==> src/rtl/ex_operand_stage.sv <==
// EX operand stage: ID/EX pipeline register with operand forwarding,
// ALU source selection and load-use hazard detection.
module ex_operand_stage (
    input  logic        clk,
    input  logic        rst_n,

    // ID-side inputs
    input  logic        id_valid,
    input  logic [4:0]  id_rs1_addr,
    input  logic [4:0]  id_rs2_addr,
    input  logic [4:0]  id_rd_addr,
    input  logic [31:0] id_rs1_data,
    input  logic [31:0] id_rs2_data,
    input  logic [31:0] id_imm,
    input  logic [31:0] id_pc,
    input  logic [2:0]  id_alu_ctrl,
    input  logic        id_alu_src_a,
    input  logic        id_alu_src_b,
    input  logic        id_reg_write,
    input  logic        id_mem_read,
    input  logic        id_mem_write,

    // Pipeline control
    input  logic        stall,
    input  logic        flush,

    // Forwarding sources
    input  logic [4:0]  exmem_rd,
    input  logic        exmem_reg_write,
    input  logic [31:0] exmem_result,
    input  logic [4:0]  memwb_rd,
    input  logic        memwb_reg_write,
    input  logic [31:0] memwb_result,

    // To ALU / downstream
    output logic [31:0] SrcA,
    output logic [31:0] SrcB,
    output logic [2:0]  ALUControl,
    output logic        ex_valid,
    output logic [4:0]  ex_rd,
    output logic        ex_reg_write,
    output logic        ex_mem_read,
    output logic        ex_mem_write,
    output logic [31:0] ex_store_data,
    output logic        load_use_hold
);

    typedef struct packed {
        logic        valid;
        logic [4:0]  rs1_addr;
        logic [4:0]  rs2_addr;
        logic [4:0]  rd;
        logic [31:0] rs1_data;
        logic [31:0] rs2_data;
        logic [31:0] imm;
        logic [31:0] pc;
        logic [2:0]  alu_ctrl;
        logic        alu_src_a;
        logic        alu_src_b;
        logic        reg_write;
        logic        mem_read;
        logic        mem_write;
    } stage_t;

    stage_t stage_q, stage_d;

    logic [31:0] fwd_a;
    logic [31:0] fwd_b;

    // Load in EX whose destination is read by the instruction in ID
    always_comb begin
        load_use_hold = stage_q.valid & stage_q.mem_read & (stage_q.rd != 5'd0) & id_valid &
                        ((id_rs1_addr == stage_q.rd) | (id_rs2_addr == stage_q.rd));
    end

    // Next-state: flush > stall > load-use bubble > normal capture
    always_comb begin
        stage_d = stage_q;
        if (flush) begin
            stage_d = '0;
        end else if (stall) begin
            stage_d = stage_q;
        end else if (load_use_hold) begin
            stage_d = '0;
        end else begin
            stage_d.valid     = id_valid;
            stage_d.rs1_addr  = id_rs1_addr;
            stage_d.rs2_addr  = id_rs2_addr;
            stage_d.rd        = id_rd_addr;
            stage_d.rs1_data  = id_rs1_data;
            stage_d.rs2_data  = id_rs2_data;
            stage_d.imm       = id_imm;
            stage_d.pc        = id_pc;
            stage_d.alu_ctrl  = id_alu_ctrl;
            stage_d.alu_src_a = id_alu_src_a;
            stage_d.alu_src_b = id_alu_src_b;
            // Invalid slots must not produce side effects downstream
            stage_d.reg_write = id_reg_write & id_valid;
            stage_d.mem_read  = id_mem_read & id_valid;
            stage_d.mem_write = id_mem_write & id_valid;
        end
    end

    // ID/EX pipeline register, asynchronously cleared
    always_ff @(posedge clk or negedge rst_n) begin
        if (!rst_n) begin
            stage_q <= '0;
        end else begin
            stage_q <= stage_d;
        end
    end

    // Operand forwarding: EX/MEM wins over MEM/WB; x0 is never forwarded
    always_comb begin
        fwd_a = stage_q.rs1_data;
        if (exmem_reg_write && (exmem_rd != 5'd0) && (exmem_rd == stage_q.rs1_addr)) begin
            fwd_a = exmem_result;
        end else if (memwb_reg_write && (memwb_rd != 5'd0) &&
                     (memwb_rd == stage_q.rs1_addr)) begin
            fwd_a = memwb_result;
        end

        fwd_b = stage_q.rs2_data;
        if (exmem_reg_write && (exmem_rd != 5'd0) && (exmem_rd == stage_q.rs2_addr)) begin
            fwd_b = exmem_result;
        end else if (memwb_reg_write && (memwb_rd != 5'd0) &&
                     (memwb_rd == stage_q.rs2_addr)) begin
            fwd_b = memwb_result;
        end
    end

    // ALU source muxes and direct register outputs
    always_comb begin
        SrcA          = stage_q.alu_src_a ? stage_q.pc : fwd_a;
        SrcB          = stage_q.alu_src_b ? stage_q.imm : fwd_b;
        ex_store_data = fwd_b;
        ALUControl    = stage_q.alu_ctrl;
        ex_valid      = stage_q.valid;
        ex_rd         = stage_q.rd;
        ex_reg_write  = stage_q.reg_write;
        ex_mem_read   = stage_q.mem_read;
        ex_mem_write  = stage_q.mem_write;
    end

endmodule

==> config.mk <==
export PLATFORM = sky130hd
export DESIGN_NAME = ex_operand_stage
export DESIGN_NICKNAME = d
export VERILOG_FILES = /design/src/rtl/ex_operand_stage.sv
export SDC_FILE = /design/constraint.sdc
export NUM_CORES = 1
export LEC_CHECK = 0
export ABC_CLOCK_PERIOD_IN_PS = 7300
export BUFFER_PORTS_ARGS = -buffer_cell sky130_fd_sc_hd__clkbuf_2
export CAP_MARGIN = 10
export CORE_MARGIN = 5
export CORE_UTILIZATION = 35
export DETAILED_ROUTE_END_ITERATION = 8
export GPL_TIMING_DRIVEN = 0
export HOLD_SLACK_MARGIN = 0.1
export SYNTH_ARGS = -nofsm -noshare
export SYNTH_HDL_FRONTEND = slang
export SYNTH_SLANG_ARGS = --single-unit
==> constraint.sdc <==
create_clock -name clk -period 7.3 [get_ports clk]
set_input_delay 2.19 -clock clk [delete_from_list [all_inputs] [get_ports clk]]
set_output_delay 2.19 -clock clk [all_outputs]
set_load 0.01 [all_outputs]
Yosys cells after proc, flatten, opt, wreduce, memory -nomap -nowiden
Index checks and enable logic that the tools add are counted.
{"block": "totals", "elab_cells": 47, "reg_bits": 152, "input_bits": 232}
{"block": "classes", "muxes": 9, "n_eq_ne": 7, "n_reduce_logical": 9, "n_bitwise": 8}
{"cell": "2-to-1 mux 152 bit", "n": 3}
{"cell": "2-to-1 mux 32 bit", "n": 6}
{"cell": "equality test 5 bit", "n": 6}
{"cell": "nonzero test 5 bit", "n": 3}
{"cell": "AND 1 bit", "n": 7}
{"cell": "logical AND 1 bit", "n": 6}
{"cell": "inequality test 2 x 1 -> 1 bit, second input constant", "n": 1}
{"cell": "OR 1 bit", "n": 1}

Logic depth before layout (Yosys ltp)
Gate-level depths: netlist of run 1.
{"block": "logic_depth", "depth_word": 7, "mapped_depth": 8, "ltp_nobuf": 5}

Worst setup path after synthesis of run 1
Ideal clock, no wire load.
{"block": "synth_timing", "kind": "input -> output", "from": "in exmem_rd[1]", "to": "out SrcB[1]", "t_required_ns": 5.110, "setup_slack_ns": 1.311, "path_stages": 7, "n_path_buf": 2, "t_arrival_ns": 3.799, "path_cell_list": "or4_1 o211ai_2 or2_1 buf_4 buf_4 a31oi_1 mux2_1"}
{"block": "synth_via", "elab_chain_cells": 5, "elab_cells_between_ends": 6}
{"item": "start: declaration", "line": "28", "rtl": "input logic [4:0] exmem_rd,"}
{"item": "nonzero test 5 bit", "line": "124", "rtl": "if (exmem_reg_write && (exmem_rd != 5'd0) && (exmem_rd == stage_q.rs2_addr)) begin"}
{"item": "logical AND 1 bit", "line": "124"}
{"item": "logical AND 1 bit (*)", "line": "124"}
{"item": "2-to-1 mux 32 bit (*)", "line": "124"}
{"item": "via ex_store_data[1]", "line": "44", "rtl": "output logic [31:0] ex_store_data,"}
{"item": "2-to-1 mux 32 bit (*)", "line": "135", "rtl": "SrcB = stage_q.alu_src_b ? stage_q.imm : fwd_b;"}
{"item": "end: declaration", "line": "37", "rtl": "output logic [31:0] SrcB,"}
The timed path passes the listed nets; every way through them passes the cells marked *.

Worst setup path in the final report of run 1
{"block": "layout_timing", "from": "in memwb_rd[1]", "to": "out SrcB[29]"}
{"block": "layout_via", "elab_chain_cells": 6, "elab_cells_between_ends": 7}
{"item": "start: declaration", "line": "31", "rtl": "input logic [4:0] memwb_rd,"}
{"item": "nonzero test 5 bit", "line": "126", "rtl": "end else if (memwb_reg_write && (memwb_rd != 5'd0) &&"}
{"item": "logical AND 1 bit", "line": "126"}
{"item": "logical AND 1 bit (*)", "line": "126"}
{"item": "2-to-1 mux 32 bit (*)", "line": "126"}
{"item": "2-to-1 mux 32 bit (*)", "line": "124"}
{"item": "2-to-1 mux 32 bit (*)", "line": "135"}
Mark *: on every way between the ends. The rest lies on a longest branch, timed or not.

==> reports/qor.txt, run 1 <==
Site Rows: 61
Syn Inst Count: 1118
Sum Neg Setup Slack: 0 ps
drt pass-1 iters: 5
Post-DP HPWL: 36500 um
Peak VDD IR: 0.000134 V
DR iter-0 viols: 1100
Clock Latency Late Sink: 430 ps
run status: finished, final reports clean
fin crit period: 6920 ps
Routed wire per std cell: 24.6 um
Initial Util: 35.6%
DR vias: 10600
final clock skew: 8.90 ps
Pwr per Cell Area: 191 nW/um^2
nature of the critical path endpoint: primary output
IO buf count: 338
largest net degree at the start of global routing: 88
initial antenna violation count: 5
unrepaired setup endpoints after global routing: no
Global Route Usage Sum: 28.0%
Slew Limit Headroom: 22.8%
asr flop ratio synth: 100%
Max Fanout on Critical Path: 10
WP data arrival: 4730 ps
Final setup viols: 0
Leak: 6.12 nW
post-route ant nets: 0
routability cong.: 0.903
Placed Instances: 1835
number of flops mapped to enable cells by yosys: 0
CTS tree: yes
Critical Path Slowest Stage Cell: clkbuf_1
FMAX: 0.144 GHz
die footprint: 31800 sq um
synth warn: 0
grt total ovfl: 0
Seq/Total Area, Yosys: 38.3%
DRC viols: 0
final std cells w/o fill: 1865
Post-Syn Nets: 1350
worst-path cell chain: clkbuf_2 > xnor2_1 > nand4_1 > clkbuf_1 > clkbuf_1 > o21ai_0 > a31oi_1 > mux2_2 > clkbuf_2
Root Buffer Master: clkbuf_16
CTS hold repair buffers: 0
Slew @ Worst Pin: 1160 ps
CP startpoint kind: input pin
Layout area overhead: 28.6%
Die W: 178 um
top cells by area, synth: dfrtp_1 38%, o41ai_1 13%, nand3b_1 11%
Worst Hold Class: flip-flop to flip-flop
Net count, final: 1708
Synth Area per Inst: 8.88 sq um
Critical Path Max Stage Delay: 480 ps
Max Cap Viol: 0
Yosys reg bits: 152
first-pass GRT wire length: 66100 um
Core ar.: 27900 sq um
vias per cell: 5.67
share of the synthesized area in the top cell type: 38.3%
Post-Route WL: 46000 um
number of clock sinks: 152
synthesized area: 9930 sq um
Max Slew Vio Count: 0
Setup CP Type: input pin to primary output
layout cells sized above 1: 28.9%
vias in the first global route: 10700
Post-CTS Setup Repair Bufs: 0
area leader, netlist: dfrtp_1
synth unique cells: 33
CTS H-tree lvls: 4
Worst Path Required: 5110 ps
final hold violation count: 0
Main synth FF type: dfrtp_1
total CTS buffers: 17
Max clock buf depth: 2
CTS resizes: 0
Ports: 341
Tcrit/Tclk final: 94.8%
Die H: 178 um
Clock Pin Slew Worst Setup and Hold Paths: 70 ps
-- per-layer routing --
metal  vias up  global-route usage [%]  routed length [um]
li1       4765                       -                   -
met1      5176                    38.3               19700
met2       531                    42.9               20500
met3        86                    6.87                3970
met4        10                    10.5                1650
met5         -                       0                  70
-- where the power goes --
part | total, mW | switching (mW) | internal [mW]
clock network | 0.990 | 0.370 | 0.620
registers | 0.930 | 0.0405 | 0.889
logic | 0.516 | 0.317 | 0.199
total | 2.44 | 0.728 | 1.71
-- state kept, by name, indices dropped and copies added, names as in the netlist --
name	flops
ex_mem_read	1
ex_valid	1
ex_mem_write	1
ALUControl	3
ex_rd	5
stage_q	140
ex_reg_write	1
-- placed cells by master, fill, tap and decap left out, types with 2 or more instances in the layout --
master,Yosys,layout
mux2_2,29,29
clkbuf_1,101,103
a211oi_1,2,2
xnor2_1,20,20
or3_1,30,30
nand2b_1,19,19
or4_1,3,3
o2111ai_1,2,2
o41ai_1,149,149
bufinv_16,0,5
clkbuf_2,0,337
buf_4,12,12
buf_2,21,21
inv_1,193,193
nor2b_1,2,2
a221oi_1,13,13
o21a_1,2,2
xor2_1,10,10
nand4_1,3,3
nand2_1,8,8
dfrtp_1,152,152
o21ai_0,33,33
a31oi_1,30,30
mux2i_1,32,32
clkbuf_8,0,3
nor2_1,8,8
a21oi_1,20,20
clkbuf_16,0,17
o31ai_1,21,21
nand3_1,2,2
nor3_1,46,46
nand3b_1,150,150
-- Yosys cell counts, types with 29 or more instances --
library cell,instances
dfrtp_1,152
o21ai_0,33
mux2_2,29
nor3_1,46
o41ai_1,149
a31oi_1,30
clkbuf_1,101
inv_1,193
nand3b_1,150
mux2i_1,32
or3_1,30
-- area by class of cell --
class	count	area, sq um
Buffer	134	574
Multi-Input combinational cell	639	4820
Sequential cell	152	3800
Clock buffer	21	460
Fill cell	2867	15100
Timing Repair Buffer	339	1730
Tap cell	378	473
Clock inverter	8	171
Antenna cell	1	2.50
Inverter	193	724
-- worst max-delay path, delay by kind of cell --
family | cells | cell delay (ps)
multiplexers | 1 | 250
XOR/XNOR | 1 | 140
buffers and inverters | 4 | 1100
AND/OR/NAND/NOR | 1 | 400
AO/OA/AOI/OAI | 2 | 640
-- cells by family (layout without fill, tap and decap cells) --
kind of cell | count (synthesis) | count (layout) | share of synthesized area, %
other | 0 | 1 | 0
muxes | 62 | 62 | 6.63
xor gates and xnor gates | 30 | 30 | 2.65
and+or+nand+nor | 272 | 272 | 18.1
AOI/OAI and AO/OA | 275 | 275 | 21.3
DFF | 152 | 152 | 38.3
buffers and inverters | 327 | 695 | 13.1
-- worst paths after layout --
kind	slack [ps]	depth (start not counted)	startpoint	endpoint
setup / recovery	380	9	memwb_rd[1]	SrcB[29]
hold / removal	490	2	ALUControl[2]	ALUControl[2]
setup reg to reg	4090	7	ex_rd[2]	stage_q[70]
hold reg to reg	490	2	ALUControl[2]	ALUControl[2]
max in group asynchronous	4680	2	rst_n	stage_q[70]
min in group asynchronous	1760	1	rst_n	stage_q[12]
-- metrics by stage --
step / hold slack [ps] / power (mW) / setup WS, ps / util [%] / area, sq um
4_1_cts: 490 / 2.44 / 414 / 45.8 / 12800
2_1_floorplan: 444 / 1.18 / 1310 / - / 9930
6_report: 485 / 2.44 / 379 / 45.8 / 12800
5_1_grt: 514 / 2.52 / 222 / 45.8 / 12800
3_5_place_dp: 476 / 1.45 / 445 / 43.5 / 12100
3_3_place_gp: 463 / 1.45 / 510 / 43.4 / 12100
No activity file was read; power rests on OpenSTA's default activity.
==> inputs of run 2 (changes only) <==
Settings changed: MAX_ROUTING_LAYER set to met4.
==> run 2 against run 1 <==
  * Sequential cell count did not move
  * Critical path type unchanged
  * Clock-buffer cell count grew 1
  * Utilization is 0.25 points lower
  * Highest routed layer is now met4
  * Sequential power is essentially flat
  * Clock power fell by 15%
==> reports/qor.txt, run 2 (synthesized netlist as in run 1, its figures left out) <==
run status: finished, final reports clean
Root Buffer Master: clkbuf_16
Core ar.: 27900 sq um (unchanged)
vias in the first global route: 10600 (-1.0%)
CTS hold repair buffers: 0 (unchanged)
Sum Neg Setup Slack: 0 ps (unchanged)
layout cells sized above 1: 29.1% (+0.14 points)
nature of the critical path endpoint: primary output
worst-path cell chain: clkbuf_2 > xnor2_1 > nand4_1 > clkbuf_1 > clkbuf_1 > o21ai_0 > a31oi_1 > mux2_2 > clkbuf_2
DRC viols: 0 (unchanged)
Worst Hold Class: flip-flop to flip-flop
reg-to-reg slack, setup: 3990 ps (-100 ps)
Core Util, Final: 45.6% (-0.25 points)
Ports: 341 (unchanged)
Setup CP Type: input pin to primary output
Largest register FFs: 140 (unchanged)
Worst Path Required: 5110 ps (about the same)
WP data arrival: 4630 ps (-100 ps)
IO buf count: 338 (unchanged)
Slew Limit Headroom: 20.9% (-1.9 points)
DP Worst Slack: 519 ps (+74.8 ps)
drt pass-1 iters: 6 (+1)
sequential cell area: 3800 sq um (unchanged)
cell family with most CP delay: buffers and inverters
Reg with most FFs: stage_q
Clock Latency Late Sink: 430 ps (about the same)
die footprint: 31800 sq um (unchanged)
instance count on the critical path: 9 (unchanged)
Final setup viols: 0 (unchanged)
Global Route Usage Sum: 28.8% (+0.78 points)
Placed Instances: 1835 (unchanged)
Max clock buf depth: 2 (unchanged)
Max Cap Viol: 0 (unchanged)
Post-Route WL: 45900 um (-0.16%)
CP bufs+invs: 4 (unchanged)
final instance area: 12700 sq um (-0.54%)
Initial Util: 35.6% (unchanged)
Critical Path Max Stage Delay: 450 ps (-30 ps)
routability cong.: 0.954 (+5.7%)
Peak VDD IR: 0.000145 V (+8.5%)
commonest non-fill, non-tap cell in the layout: clkbuf_2
final clock skew: 11.4 ps (+2.53 ps)
Net count, final: 1708 (unchanged)
Max Slew Vio Count: 0 (unchanged)
FMAX: 0.147 GHz (+1.5%)
Clock Pin Slew Worst Setup and Hold Paths: 70 ps (about the same)
Pwr per Cell Area: 180 nW/um^2 (-5.6%)
Layout area overhead: 27.9%
final hold violation count: 0 (unchanged)
fillers: 2848 (-0.66%)
Die W: 178 um (unchanged)
Leak: 6.07 nW (-0.76%)
most frequent cells in the layout: 337 x clkbuf_2, 193 x inv_1, 152 x dfrtp_1
Max Fanout on Critical Path: 10 (unchanged)
DR vias: 10600 (-0.076%)
total CTS buffers: 17 (unchanged)
Cell Area, Placed: 12100 sq um (unchanged)
Die H: 178 um (unchanged)
Critical Path Slowest Stage Cell: clkbuf_1
Site Rows: 61 (unchanged)
Post-DP HPWL: 36600 um (+0.22%)
Post-CTS Setup Repair Bufs: 0 (unchanged)
CTS resizes: 0 (unchanged)
r2r endpoint: stage_q[70]
cells on worst reg2reg path: 7 (unchanged)
Slew @ Worst Pin: 1190 ps (+28.2 ps)
fin crit period: 6820 ps (-101 ps)
unrepaired setup endpoints after global routing: no
CTS H-tree lvls: 4 (unchanged)
final std cells w/o fill: 1875 (+0.54%)
vias per cell: 5.63 (-0.61%)
first-pass GRT wire length: 66200 um (+0.11%)
Routed wire per std cell: 24.5 um (-0.70%)
grt total ovfl: 0 (unchanged)
CTS tree: yes
DR iter-0 viols: 948 (-14%)
number of clock sinks: 152 (unchanged)
largest net degree at the start of global routing: 88 (unchanged)
CP startpoint kind: input pin
Tcrit/Tclk final: 93.4% (-1.4 points)
Critical path destination: SrcB[29]
R2R Path Start: ex_rd[2]
setup ws final: 480 ps (+101 ps)
post-route ant nets: 0 (unchanged)
Multi-input gate area: 4820 sq um (unchanged)
Setup crit start: memwb_rd[1]
initial antenna violation count: 8 (+3)
-- run 2: cell count changes in the layout (fill, tap and decap cells not counted), sizes merged --
cell,change
bufinv,-5
clkbuf,+1
clkinv,+3
clkinvlp,+3
diode,+7
inv,+1
-- run 2: worst min path at each step --
| stage | startpoint | end | depth (start not counted) |
|---|---|---|---|
| 2_1_floorplan | ALUControl[0] | ALUControl[0] | 2 |
| 3_3_place_gp | ALUControl[0] | ALUControl[0] | 2 |
| 3_5_place_dp | ALUControl[1] | ALUControl[1] | 2 |
| 4_1_cts | ALUControl[1] | ALUControl[1] | 2 |
| 5_1_grt | ALUControl[1] | ALUControl[1] | 2 |
| 6_report | ALUControl[1] | ALUControl[1] | 2 |
-- run 2: layer usage --
| layer | global-route usage, % | wire length (um) | vias to the layer above |
|---|---|---|---|
| met5 | - | 0 | - |
| met1 | 38.4 | 19900 | 5190 |
| met2 | 44.2 | 21000 | 532 |
| met3 | 6.51 | 3820 | 63 |
| met4 | 8.06 | 1170 | 0 |
| li1 | - | - | 4775 |
-- run 2: per-stage QoR --
step	hold slack, ps	power (mW)
2_1_floorplan	444	1.18
3_3_place_gp	462	1.45
3_5_place_dp	472	1.45
4_1_cts	487	2.29
5_1_grt	491	2.37
6_report	486	2.29
-- run 2: worst min-delay path: cells and delay by family, from the launching register on --
kind,cells,cell delay (ps)
AND/OR/NAND/NOR,1,50
flip-flops,1,350
AO/OA/AOI/OAI,1,60
-- run 2: where the power goes --
group          internal, mW  total, mW  switching (mW)
sequential            0.889      0.929          0.0399
combinational         0.199      0.517           0.318
clock                 0.463      0.842           0.380
-- run 2: area by class of cell --
type                    count  area share [%]
multi-input cells         639            38.0
flip-flops and latches    152            30.0
repair buffers            339            13.6
inverters                 193            5.71
plain buffers             134            4.52
clock buffers              22            3.74
well taps                 378            3.73
clock inverters            10           0.562
diodes                      8           0.158
==> inputs of run 3 (changes only) <==
Settings changed: GPL_TIMING_DRIVEN 0 to unset, RECOVER_POWER set to 25.
==> run 3 against run 2 <==
  * The run now ends with max-capacitance violations, max-slew violations left
  * Critical path depth fell by 1
  * Sequential share of layout area rose by 0.85 points
  * Sequential power barely moved
  * Sequential cell count did not move
  * Fmax rose by 0.74%
  * Worst setup slack improved by 50 ps
  * Via count fell by 7.4%
  * Hold slack got worse by 4.0 ps
  * Die area did not move
  * Design area fell by 2.7%
  * Register-to-register slack improved by 100 ps
  * Highest routed layer unchanged
==> reports/qor.txt, run 3 (synthesized netlist as in run 1, its figures left out) <==
run status: complete, but fails checks
failing checks: max-capacitance violations, max-slew violations
Pwr per Cell Area: 187 nW/um^2 (+4.0%)
DP Worst Slack: 520 ps (+0.840 ps)
Peak VDD IR: 0.000130 V (-10%)
Core Util, Final: 44.3% (-1.2 points)
R2R Path Start: ex_rd[2]
Die H: 178 um (unchanged)
fin crit period: 6770 ps (-50.2 ps)
nature of the critical path endpoint: primary output
CP bufs+invs: 3 (-1)
Leak: 5.92 nW (-2.5%)
Routed wire per std cell: 23.3 um (-4.7%)
Reg with most FFs: stage_q
DR iter-0 viols: 885 (-6.6%)
Largest register FFs: 140 (unchanged)
Post-DP HPWL: 29900 um (-18%)
CP startpoint kind: input pin
number of clock sinks: 152 (unchanged)
Core ar.: 27900 sq um (unchanged)
Final setup viols: 0 (unchanged)
FMAX: 0.148 GHz (+0.74%)
Tcrit/Tclk final: 92.7% (-0.69 points)
most frequent cells in the layout: 339 x clkbuf_2, 193 x inv_1, 150 x dfrtp_1, 150 x nand3b_1, 149 x o41ai_1
Site Rows: 61 (unchanged)
drt pass-1 iters: 5 (-1)
cell family with most CP delay: compound AO/OA/AOI/OAI gates
Multi-input gate area: 4860 sq um (+0.65%)
Max Cap Viol: 2 (+2)
Slew Limit Headroom: -59.4% (-80 points)
post-route ant nets: 0 (unchanged)
Max clock buf depth: 2 (unchanged)
final hold violation count: 0 (unchanged)
Max Fanout on Critical Path: 39 (+29)
Post-CTS Setup Repair Bufs: 0 (unchanged)
commonest non-fill, non-tap cell in the layout: clkbuf_2
WP data arrival: 4580 ps (-50 ps)
Root Buffer Master: clkbuf_16
first-pass GRT wire length: 59800 um (-9.7%)
Global Route Usage Sum: 25.6% (-3.2 points)
Setup crit start: memwb_rd[0]
setup ws final: 530 ps (+50.2 ps)
Die W: 178 um (unchanged)
Hold Startpoint: ALUControl[2]
cell mode on critical path: clkbuf_2
routability cong.: 0.924 (-3.1%)
Layout area overhead: 24.4%
Ports: 341 (unchanged)
final clock skew: 16.7 ps (+5.23 ps)
worst-path cell chain: clkbuf_2 > nor3_1 > a211o_2 > buf_4 > o21ai_0 > a31oi_1 > mux2_2 > clkbuf_2
CTS resizes: 0 (unchanged)
total CTS buffers: 17 (unchanged)
CTS hold repair buffers: 0 (unchanged)
IO buf count: 340 (+0.59%)
Net count, final: 1591 (-6.9%)
vias in the first global route: 9429 (-11%)
CTS tree: yes
Slew @ Worst Pin: 2390 ps (+1200 ps)
DR vias: 9781 (-7.4%)
fillers: 2788 (-2.1%)
layout cells sized above 1: 30.8% (+1.7 points)
vias per cell: 5.54 (-1.7%)
Critical Path Slowest Stage Cell: a211o_2
Clock Pin Slew Worst Setup and Hold Paths: 70 ps (about the same)
Worst Hold Class: flip-flop to flip-flop
Critical Path Max Stage Delay: 520 ps (+70 ps)
Sum Neg Setup Slack: 0 ps (unchanged)
initial antenna violation count: 20 (+12)
largest net degree at the start of global routing: 207 (+140%)
Setup CP Type: input pin to primary output
grt total ovfl: 0 (unchanged)
sequential cell area: 3810 sq um (about the same)
Clock Latency Late Sink: 430 ps (about the same)
Initial Util: 35.6% (unchanged)
Worst Path Required: 5110 ps (about the same)
CTS H-tree lvls: 4 (unchanged)
die footprint: 31800 sq um (unchanged)
Post-Route WL: 41200 um (-10%)
DRC viols: 0 (unchanged)
unrepaired setup endpoints after global routing: no
Max Slew Vio Count: 106 (+106)
-- run 3: cell types whose count changed in the layout (fill, tap and decap cells not counted), moves of 3 or more --
cell	previous run	this run
clkbuf_1	103	2
buf_2	21	0
diode_2	8	17
inv_6	1	5
clkbuf_8	4	1
clkinvlp_4	4	1
-- run 3: through the flow --
step	instance area [sq um]	total power [mW]	hold slack (ps)	instances
after floorplan	9930	1.18	444	1118
after global placement	11700	1.41	457	1718
after detailed placement	11700	1.41	473	1718
after CTS	12300	2.33	487	1750
after global routing	12400	2.41	517	1767
final	12400	2.31	482	1767
-- run 3: where the power goes --
| group | internal (mW) | switching [mW] | total [mW] |
|---|---|---|---|
| clock | 0.514 | 0.406 | 0.920 |
| combinational | 0.188 | 0.279 | 0.467 |
| sequential | 0.889 | 0.0392 | 0.928 |
-- run 3: final timing paths --
check	slack [ps]	cells after the start	endpoint
min in group asynchronous	2480	1	ALUControl[2]
max in group asynchronous	2100	2	stage_q[78]
worst min-delay path	480	2	ALUControl[2]
worst min register to register	480	2	ALUControl[2]
worst max register to register	4090	7	stage_q[92]
worst max-delay path	530	8	SrcB[0]
-- run 3: metal layers --
layer  wire (um)  global-route usage, %  part of all wire [%]
met1       17200                   32.0                    42
met2       19300                   40.0                    47
met3        3780                   7.99                   9.2
met4         961                   7.58                   2.3
met5           0                      -                     0
-- run 3: cell type report --
type                    count  share of cell area, %
inverters                 193                   5.86
clock buffers              18                   3.47
flip-flops and latches    152                   30.8
clock inverters            14                   1.32
well taps                 378                   3.83
diodes                     17                  0.344
multi-input cells         639                   39.3
repair buffers            356                   15.1
-- run 3: worst register-to-register path: cells and delay by family, from the launching register on --
kind / cells / cell delay (ps)
buffers and inverters: 2 / 1640
flip-flops: 1 / 470
AND/OR/NAND/NOR: 2 / 360
AO/OA/AOI/OAI: 2 / 360
XOR/XNOR: 1 / 190
